File: src/rtl/rgb_interp_pixel_fetch.sv
// rgb_interp_pixel_fetch: reads a packed 8-bit RGB frame from SRAM and emits
// one pixel per valid/ready handshake with 2-tap horizontal interpolation.
// Column 0 of each row passes through raw. Every other column is
// (prev + cur) >> 1 per channel.
// Optional feature macro: RGB_INTERP_CHECKSUM_EN (24-bit running sum of
// transferred pixels). When it is undefined, Checksum_o is tied to 0.
module rgb_interp_pixel_fetch #(
  parameter logic [17:0] BASE_ADDR    = 18'd0,
  parameter int          IMG_WIDTH    = 320,
  parameter int          IMG_HEIGHT   = 240,
  parameter int          SRAM_LATENCY = 2,
  parameter int          FIFO_DEPTH   = 8
) (
  input  logic        Clock_i,
  input  logic        Resetn_i,
  input  logic        Start_i,
  output logic        Busy_o,
  output logic        Done_o,
  output logic [17:0] SRAM_address_o,
  output logic        SRAM_we_n_o,
  input  logic [15:0] SRAM_read_data_i,
  output logic        Pixel_valid_o,
  input  logic        Pixel_ready_i,
  output logic [7:0]  Pixel_red_o,
  output logic [7:0]  Pixel_green_o,
  output logic [7:0]  Pixel_blue_o,
  output logic        Pixel_sol_o,
  output logic        Pixel_eof_o,
  output logic [23:0] Checksum_o
);

  localparam int          WORDS     = IMG_HEIGHT * IMG_WIDTH * 3 / 2;
  localparam logic [17:0] LAST_ADDR = BASE_ADDR + 18'(WORDS - 1);
  localparam int          AW        = (FIFO_DEPTH > 1) ? $clog2(FIFO_DEPTH) : 1;
  localparam int          OW        = $clog2(FIFO_DEPTH + SRAM_LATENCY + 1);
  localparam int          CW        = (IMG_WIDTH > 1) ? $clog2(IMG_WIDTH) : 1;
  localparam int          RW        = (IMG_HEIGHT > 1) ? $clog2(IMG_HEIGHT) : 1;
  localparam logic [CW-1:0] COL_LAST = CW'(IMG_WIDTH - 1);
  localparam logic [RW-1:0] ROW_LAST = RW'(IMG_HEIGHT - 1);

  typedef enum logic [1:0] {S_IDLE, S_FETCH, S_DRAIN} state_e;

  state_e      state_q;
  logic        busy_q, done_q;
  logic [17:0] addr_q;

  // read issue tracking
  logic [SRAM_LATENCY-1:0] vld_pipe_q;
  logic [OW-1:0]           inflight;
  logic                    issue, capture;

  // word FIFO
  logic [15:0]   fifo_mem [FIFO_DEPTH];
  logic [AW-1:0] wptr_q, rptr_q;
  logic [OW-1:0] fifo_cnt_q;
  logic [15:0]   head;
  logic          pop;

  // unpacker and 2-entry pixel stage
  logic [1:0]  phase_q;
  logic [15:0] w0_q, w1_q;
  logic [23:0] p0, p1;
  logic        push_pair, pair_space;
  logic [23:0] ps0_q, ps1_q;
  logic [1:0]  pcnt_q;

  // interpolator and output register
  logic          take, xfer, start_acc;
  logic [23:0]   prev_q, interp;
  logic [CW-1:0] col_q;
  logic [RW-1:0] row_q;
  logic          ov_q, sol_q, eof_q;
  logic [23:0]   rgb_q;

  function automatic logic [7:0] avg8(input logic [7:0] a, input logic [7:0] b);
    logic [8:0] s;
    s = {1'b0, a} + {1'b0, b};
    return s[8:1];
  endfunction

  assign start_acc = (state_q == S_IDLE) && Start_i && !done_q;
  assign xfer      = ov_q && Pixel_ready_i;
  assign capture   = vld_pipe_q[SRAM_LATENCY-1];
  assign issue     = (state_q == S_FETCH) &&
                     ((fifo_cnt_q + inflight) < OW'(FIFO_DEPTH));

  // count reads on the way back from SRAM; they hold FIFO credit
  always_comb begin
    inflight = '0;
    for (int i = 0; i < SRAM_LATENCY; i++) inflight = inflight + OW'(vld_pipe_q[i]);
  end

  // control FSM: frame start, address generation, completion pulse
  always_ff @(posedge Clock_i or negedge Resetn_i) begin
    if (!Resetn_i) begin
      state_q <= S_IDLE;
      busy_q  <= 1'b0;
      done_q  <= 1'b0;
      addr_q  <= BASE_ADDR;
    end else begin
      done_q <= 1'b0;
      case (state_q)
        S_IDLE: begin
          // a Start landing on the Done cycle is dropped via start_acc
          if (start_acc) begin
            state_q <= S_FETCH;
            busy_q  <= 1'b1;
            addr_q  <= BASE_ADDR;
          end
        end
        S_FETCH: begin
          // address parks on the last word so it never leaves the frame
          if (issue) begin
            if (addr_q == LAST_ADDR) state_q <= S_DRAIN;
            else                     addr_q  <= addr_q + 18'd1;
          end
        end
        S_DRAIN: begin
          // the eof pixel is the last consumer of data, so everything upstream is empty
          if (xfer && eof_q) begin
            state_q <= S_IDLE;
            busy_q  <= 1'b0;
            done_q  <= 1'b1;
          end
        end
        default: state_q <= S_IDLE;
      endcase
    end
  end

  // valid tag marks which cycle's read data belongs to us
  always_ff @(posedge Clock_i or negedge Resetn_i) begin
    if (!Resetn_i) begin
      vld_pipe_q <= '0;
    end else begin
      vld_pipe_q[0] <= issue;
      for (int i = 1; i < SRAM_LATENCY; i++) vld_pipe_q[i] <= vld_pipe_q[i-1];
    end
  end

  // FIFO storage; credit check on issue guarantees no overflow
  always_ff @(posedge Clock_i) begin
    if (capture) fifo_mem[wptr_q] <= SRAM_read_data_i;
  end

  // FIFO pointers and occupancy
  always_ff @(posedge Clock_i or negedge Resetn_i) begin
    if (!Resetn_i) begin
      wptr_q     <= '0;
      rptr_q     <= '0;
      fifo_cnt_q <= '0;
    end else begin
      if (capture) wptr_q <= wptr_q + AW'(1);
      if (pop)     rptr_q <= rptr_q + AW'(1);
      fifo_cnt_q <= fifo_cnt_q + OW'(capture) - OW'(pop);
    end
  end

  assign head       = fifo_mem[rptr_q];
  assign pair_space = (pcnt_q == 2'd0) || ((pcnt_q == 2'd1) && take);
  assign pop        = (fifo_cnt_q != '0) && ((phase_q != 2'd2) || pair_space);
  assign push_pair  = pop && (phase_q == 2'd2);
  // W0={R0,G0} W1={B0,R1} W2={G1,B1}
  assign p0         = {w0_q, w1_q[15:8]};
  assign p1         = {w1_q[7:0], head};

  // unpacker: collect W0 and W1, then emit the pair on W2
  always_ff @(posedge Clock_i or negedge Resetn_i) begin
    if (!Resetn_i) begin
      phase_q <= 2'd0;
      w0_q    <= '0;
      w1_q    <= '0;
    end else if (pop) begin
      case (phase_q)
        2'd0:    begin w0_q <= head; phase_q <= 2'd1; end
        2'd1:    begin w1_q <= head; phase_q <= 2'd2; end
        default: phase_q <= 2'd0;
      endcase
    end
  end

  // pixel stage: a pair is pushed only when both slots are free after this cycle's take
  always_ff @(posedge Clock_i or negedge Resetn_i) begin
    if (!Resetn_i) begin
      ps0_q  <= '0;
      ps1_q  <= '0;
      pcnt_q <= 2'd0;
    end else if (push_pair) begin
      ps0_q  <= p0;
      ps1_q  <= p1;
      pcnt_q <= 2'd2;
    end else if (take) begin
      ps0_q  <= ps1_q;
      pcnt_q <= pcnt_q - 2'd1;
    end
  end

  assign take   = (pcnt_q != 2'd0) && (!ov_q || Pixel_ready_i);
  assign interp = (col_q == '0) ? ps0_q :
                  {avg8(prev_q[23:16], ps0_q[23:16]),
                   avg8(prev_q[15:8],  ps0_q[15:8]),
                   avg8(prev_q[7:0],   ps0_q[7:0])};

  // interpolator feeding the output register; holds while stalled
  always_ff @(posedge Clock_i or negedge Resetn_i) begin
    if (!Resetn_i) begin
      ov_q   <= 1'b0;
      rgb_q  <= '0;
      sol_q  <= 1'b0;
      eof_q  <= 1'b0;
      prev_q <= '0;
      col_q  <= '0;
      row_q  <= '0;
    end else if (start_acc) begin
      col_q <= '0;
      row_q <= '0;
    end else if (take) begin
      ov_q   <= 1'b1;
      rgb_q  <= interp;
      sol_q  <= (col_q == '0);
      eof_q  <= (col_q == COL_LAST) && (row_q == ROW_LAST);
      prev_q <= ps0_q;
      if (col_q == COL_LAST) begin
        col_q <= '0;
        row_q <= (row_q == ROW_LAST) ? '0 : row_q + RW'(1);
      end else begin
        col_q <= col_q + CW'(1);
      end
    end else if (xfer) begin
      ov_q <= 1'b0;
    end
  end

`ifdef RGB_INTERP_CHECKSUM_EN
  logic [23:0] csum_q;

  // running sum of transferred pixels, frozen between frames
  always_ff @(posedge Clock_i or negedge Resetn_i) begin
    if (!Resetn_i)      csum_q <= '0;
    else if (start_acc) csum_q <= '0;
    else if (xfer)      csum_q <= csum_q + rgb_q;
  end

  assign Checksum_o = csum_q;
`else
  assign Checksum_o = '0;
`endif

  assign Busy_o         = busy_q;
  assign Done_o         = done_q;
  assign SRAM_address_o = addr_q;
  assign SRAM_we_n_o    = 1'b1;
  assign Pixel_valid_o  = ov_q;
  assign Pixel_red_o    = rgb_q[23:16];
  assign Pixel_green_o  = rgb_q[15:8];
  assign Pixel_blue_o   = rgb_q[7:0];
  assign Pixel_sol_o    = sol_q;
  assign Pixel_eof_o    = eof_q;

endmodule

File: config.mk
export PLATFORM = sky130hd
export DESIGN_NAME = rgb_interp_pixel_fetch
export DESIGN_NICKNAME = d
export VERILOG_FILES = /design/src/rtl/rgb_interp_pixel_fetch.sv
export SDC_FILE = /design/constraint.sdc
export NUM_CORES = 1
export LEC_CHECK = 0
export BUFFER_PORTS_ARGS = -buffer_cell sky130_fd_sc_hd__buf_2
export CAP_MARGIN = 20
export CORE_MARGIN = 3
export CORE_UTILIZATION = 58
export DETAILED_ROUTE_END_ITERATION = 6
export PLACE_DENSITY = 0.77
export SYNTH_ARGS = -nofsm -noshare
export SYNTH_HDL_FRONTEND = slang
export SYNTH_SLANG_ARGS = --single-unit
File: constraint.sdc
create_clock -name Clock_i -period 4.1 [get_ports Clock_i]
set_clock_uncertainty 0.1 [all_clocks]
set_input_delay 0.41 -clock Clock_i [delete_from_list [all_inputs] [get_ports Clock_i]]
set_output_delay 0.41 -clock Clock_i [all_outputs]
set_load 0.02 [all_outputs]
# After elaboration in Yosys (flattened, before gate mapping)
# Memories as Yosys holds them, arrays and structs flattened.
# Index checks and enable logic that the tools add are counted.
# word_totals
input_bits,20
ff_bits,186
output_inout_bits,72
mem_bits_rw,128
memories,1
# mem_list
memory,words,word_bits,read_ports,rd_clocked_by_memory_dff,wr,line,source
fifo_mem,8,16,1,0,1,53,logic [15:0] fifo_mem [FIFO_DEPTH];
# op_classes
eq_ne,14
addsub,13
magnitude_cmp,1
n_reduce_logical,35
muxes,31
bitwise_logic,1
# op_table
cell,count
$mux 24,3
$mux 18,3
$pmux 18 s2,1
$mux 8,4
$add 8x8->9,3
$mux 9,3
$add 18x1->18 const B,1
$eq 18x17->1 const B,1
$reduce_bool 2->1,7
$mux 2,6
$logic_and 1x1->1,10
$ne 2x2->1 const B,5
$reduce_and 2->1,5
$add 9x1->9 const B,1
$eq 9x9->1 const B,1
$logic_not 9->1,1
$add 8x1->8 const B,1
$eq 8x8->1 const B,1
$mux 1,8
$reduce_and 4->1,2
$add 3x1->3 const B,2
$eq 2x1->1 const B,3
$logic_not 2->1,3
$pmux 2 s3,1
other kinds (15),19

# Depth between registers and ports, before layout
# logic_depth
word_depth,9
ltp_mapped,11
ltp_nobuf,10

# Worst setup path after synthesis
# Ideal clock, no wire load.
# synth_timing
path_type,register to register
start,"reg ov_q, in the netlist Pixel_valid_o"
end,reg fifo_cnt_q[2]
setup_ps,123
stages_incl_launch_ff,10
arrival_time_ps,2210
synth_period_minus_slack_ps,2433
n_path_buf,0
path_slack_ps,1667
t_required_ps,3877
cell_sequence,dfrtp_1 > nor2b_1 > inv_1 > a21oi_1 > a31oi_1 > ha_1 > inv_1 > ha_1 > fa_1 > xor2_1
# synth_via
elab_chain_cells,8
# synth_lines
item,line,source
"start, declared",72,"logic ov_q, sol_q, eof_q;"
"start signal, assigned",207,ov_q <= 1'b0;
"start signal, assigned",218,ov_q <= 1'b1;
"start signal, assigned",230,ov_q <= 1'b0;
$logic_not 1->1,198,assign take = (pcnt_q != 2'd0) && (!ov_q || Pixel_ready_i);
$logic_or 1x1->1,198,
$logic_and 1x1->1,198,
$logic_and 1x1->1,160,assign pair_space = (pcnt_q == 2'd0) || ((pcnt_q == 2'd1) && take);
$logic_or 1x1->1,160,
$logic_or 1x1->1,161,assign pop = (fifo_cnt_q != '0) && ((phase_q != 2'd2) || pair_space);
$logic_and 1x1->1,161,
via pop,57,logic pop;
$sub 4x1->4,155,fifo_cnt_q <= fifo_cnt_q + OW'(capture) - OW'(pop);
"end signal, assigned",155,
"end, declared",55,logic [OW-1:0] fifo_cnt_q;
# The timed path passes the listed nets, and every way through them passes these cells.
# A chain may end at the register's enable or synchronous reset.

# Worst setup path after layout
# layout_timing
start,reg pcnt_q[0]
end,reg rgb_q[7]
# layout_via
elab_chain_cells,3
# layout_lines
item,line,source
"start, declared",65,logic [1:0] pcnt_q;
"start signal, assigned",194,pcnt_q <= pcnt_q - 2'd1;
$reduce_bool 2->1,198,
$logic_and 1x1->1,198,
$reduce_and 2->1 (no source line),n/a,
"end signal, assigned",219,rgb_q <= interp;
"end, declared",73,logic [23:0] rgb_q;
# No other way between the ends.

==> impl_metrics.py <==
metrics = {
    "status": {
        "result_of_the_run": "completed",
    },
    "grt": {
        "grt_pass1_wl_um": 44200,
        "maximum_number_of_pins_on_one_net_before_global_route_repair": 127,
        "antenna_found_initial": 0,
        "first_global_vias": 8476,
        "grt.overflow.total": 0,
        "groute.usage.overall": 0.208,
    },
    "route": {
        "routed_wire_length_per_instance_um": 17.8,
        "vias": 8542,
        "postRouteAntennaNets": 0,
        "drt-initial-drc-count": 543,
        "wire_length_after_detailed_routing_um": 26700,
        "drcViolationCount": 0,
        "detail_route.vias_per_cell": 5.69,
        "detail_route.first_pass.iterations": 5,
    },
    "worst_setup_path": {
        "cp.required_ns": 4.43,
        "worstSetupEndpointType": "flop",
        "worst-r2r-setup-slack_ns": 1.26,
        "critical_path.max_fanout": 36,
        "r2r.worst_path.cells": 7,
        "critical_path_arrival_ns": 3.17,
        "critPathLaunchType": "flop",
        "reg2reg_to": "rgb_q[7]$_DFFE_PN0P_",
        "path_cells": "inv_1 > ha_1 > nor2_4 > nand2_2 > nor2_1 > a22oi_1 > o311ai_0",
        "regToRegStartpoint": "pcnt_q[0]$_DFFE_PN0P_",
        "critical_path_class": "reg -> reg",
        "critPathSlowestCell": "nor2_1",
        "cpPeakStageDelay_ns": 0.57,
    },
    "logic_synthesis": {
        "synth_simple_gate_area_frac": 0.0992,
        "postSynthRegisterBits": 314,
        "synthArstFlopShare": 0.592,
        "synth_edf_count": 128,
        "synth-compound-area-share": 0.0694,
        "synth_area_per_cell_um2": 13.0,
        "synth_ff_type": "dfrtp_1",
        "synth_top_family_by_area": "multiplexers",
        "postSynthCellCount": 1082,
        "synth.lib_cells_used.distinct": 61,
        "syn-cell-area_um2": 14100,
        "synth_adder_area_share": 0.0377,
        "sequential_cell_area_fraction_in_the_yosys_report": 0.604,
        "synth.yosys.warnings": 0,
        "post_synth_xor_area_fraction": 0.0156,
        "muxShareOfSynthArea": 0.140,
    },
    "place": {
        "detailed_place.area_um2": 14700,
        "dp.final_hpwl_um": 17300,
        "gpl.final_weighted_congestion": 0.846,
        "placement.io_buffers": 66,
    },
    "timing": {
        "hold_viol": 0,
        "max_slew.worst_pin.slew_ns": 1.04,
        "report.final.setup_viol": 0,
        "timing.final.crit_period_ns": 2.84,
        "grt_setup_unrepaired": "no",
        "max_freq_mhz": 352,
        "post-route-period-util": 0.693,
        "setup-tns-final_ns": 0,
        "maxSlewHeadroom": 0.305,
        "final-max-slew-violation-count": 0,
    },
    "die": {
        "io_pins": 92,
        "fp.dieW_um": 162,
        "coreArea_um2": 23700,
        "die-area_um2": 26200,
        "initial_core_util": 0.594,
        "dieHeight_um": 162,
        "core.rowCount": 56,
    },
    "cts": {
        "cts_hold_buf": 3,
        "tritoncts_clock_tree": "done",
        "clockBufferDepth": 3,
        "h_tree_levels": 1,
        "root_buffer": "clkbuf_16",
        "cts_sinks": 314,
        "cts_inserted_buffers": 31,
        "insertion_delay_ns": 0.56,
        "post_cts_resized": 0,
        "worst_setup_hold_path_clk_slew_ns": 0.06,
        "cts.repair_timing.setup_buffer_count": 0,
    },
    "hold_path": {
        "holdPathEnd": "fifo_mem[2][15]$_DFFE_PP_",
        "hp-class": "in -> reg",
        "worstHoldStart": "SRAM_read_data_i[15]",
        "hold_depth": 1,
    },
    "job": {
        "timing.max_cap.violations": 0,
    },
    "cells_and_area": {
        "fill_cells": 1729,
        "num-nets-final": 1217,
        "final_design_utilization": 0.664,
        "antenna-diode-count": 0,
        "commonest_cells_after_routing_fill_and_taps_aside": "dfrtp_1, nand2_1, edfxtp_1",
        "proportion_of_layout_cells_with_a_drive_suffix_above_1": 0.216,
        "fin_area_um2": 15700,
        "most_common_library_cell_in_the_layout_ignoring_fill_and_taps": "dfrtp_1",
        "layout-area-overhead-vs-synth_pct": 11.7,
    },
    "power_and_ir_drop": {
        "cellPowerDensity_nw_per_um2": 809,
        "report.power.total_w": 0.0127,
        "vdd_drop_max_mv": 0.501,
        "leakage_nw": 6.61,
    },
}
==> cell usage after synthesis, drive strengths merged, types with 3 or more instances <==
master	number	share of area
ha	36	0.032
a211oi	3	0.0016
buf	52	0.024
mux2i	41	0.029
dfrtp	186	0.33
nand2	156	0.042
o21ai	79	0.028
clkbuf	16	0.0043
or3	4	0.0018
and2	5	0.0022
a31oi	6	0.0027
mux4	32	0.051
xor2	16	0.010
or2	3	0.0013
nor3	12	0.0053
a21o	9	0.0048
and3	14	0.0062
o41ai	3	0.0019
edfxtp	128	0.27
nand3	18	0.0064
nor2b	5	0.0022
fa	4	0.0057
a21oi	25	0.0089
nor2	54	0.015
nor3b	3	0.0020
o31ai	11	0.0059
a22oi	8	0.0043
xnor2	9	0.0056
inv	21	0.0056
nand4	5	0.0022
nand2b	10	0.0044
mux2	74	0.059
==> per-stage QoR <==
| step | setup WS (ns) | std cells | hold slack (ns) |
|---|---|---|---|
| detailed placement | 1.25 | 1440 | 0.303 |
| global route | 0.922 | 1501 | 0.0111 |
| floorplan | 1.67 | 1105 | 0.0144 |
| CTS | 1.20 | 1501 | 0.000923 |
| finish | 1.26 | 1501 | 0.0168 |
| global placement | 1.32 | 1440 | 0.313 |
==> layer usage <==
metal	global-route usage	wire [µm]	share of wire
met1	0.295	12000	0.45
met2	0.348	12900	0.48
met3	0.0306	1300	0.049
met4	0.0442	513	0.019
met5	0	0	0
==> registers in the layout (all words and copies together), names as in the netlist, 4 cells and up <==
| signal | cells |
|---|---|
| row_q | 8 |
| ps0_q | 24 |
| prev_q | 24 |
| fifo_cnt_q | 4 |
| rgb_q | 24 |
| w0_q | 16 |
| w1_q | 16 |
| col_q | 9 |
| fifo_mem | 128 |
| ps1_q | 24 |
| SRAM_address_o | 18 |
==> power breakdown <==
part | total [W] | internal [W] | switching [W]
logic | 0.00473 | 0.00215 | 0.00258
registers | 0.00523 | 0.00439 | 0.000843
clock network | 0.00275 | 0.00160 | 0.00115
total | 0.0127 | 0.00814 | 0.00457
==> worst max-delay path: cells and delay by family (launching register included) <==
family / cells / cell delay, ns
AND/OR/NAND/NOR: 3 / 1.63
flip-flops: 1 / 0.38
AO/OA/AOI/OAI: 2 / 0.28
adder cells (fa/ha/maj): 1 / 0.27
buffers and inverters: 1 / 0.05
==> cell families (layout without fill, tap and decap cells) <==
kind of cell / count (synthesis) / in the layout
and+or+nand+nor: 302 / 302
buffers and inverters: 89 / 166
AOI/OAI and AO/OA: 163 / 163
muxes: 147 / 147
DFF: 314 / 314
adders and majority gates: 40 / 40
xor gates and xnor gates: 25 / 25
other: 2 / 25
==> area by class of cell <==
cell class,instances,area [µm²],share of cell area
Timing Repair Buffer,87,517,0.0329
Clock inverter,12,124,0.00788
Tap cell,319,399,0.0254
Inverter,21,78.8,0.00502
Sequential cell,314,8500,0.541
Multi-Input combinational cell,702,5230,0.333
Clock buffer,46,872,0.0555
==> worst max path at each step <==
stage,start,end,slack (ns)
6_report,pcnt_q[0]$_DFFE_PN0P_,rgb_q[7]$_DFFE_PN0P_,1.26
5_1_grt,pcnt_q[0]$_DFFE_PN0P_,rgb_q[7]$_DFFE_PN0P_,0.92
4_1_cts,pcnt_q[0]$_DFFE_PN0P_,rgb_q[7]$_DFFE_PN0P_,1.20
3_5_place_dp,pcnt_q[0]$_DFFE_PN0P_,rgb_q[7]$_DFFE_PN0P_,1.25
3_3_place_gp,pcnt_q[0]$_DFFE_PN0P_,rgb_q[23]$_DFFE_PN0P_,1.32
2_1_floorplan,Pixel_valid_o$_DFFE_PN0P_,fifo_cnt_q[2]$_DFF_PN0_,1.67
No activity file was read; power rests on OpenSTA's default activity.
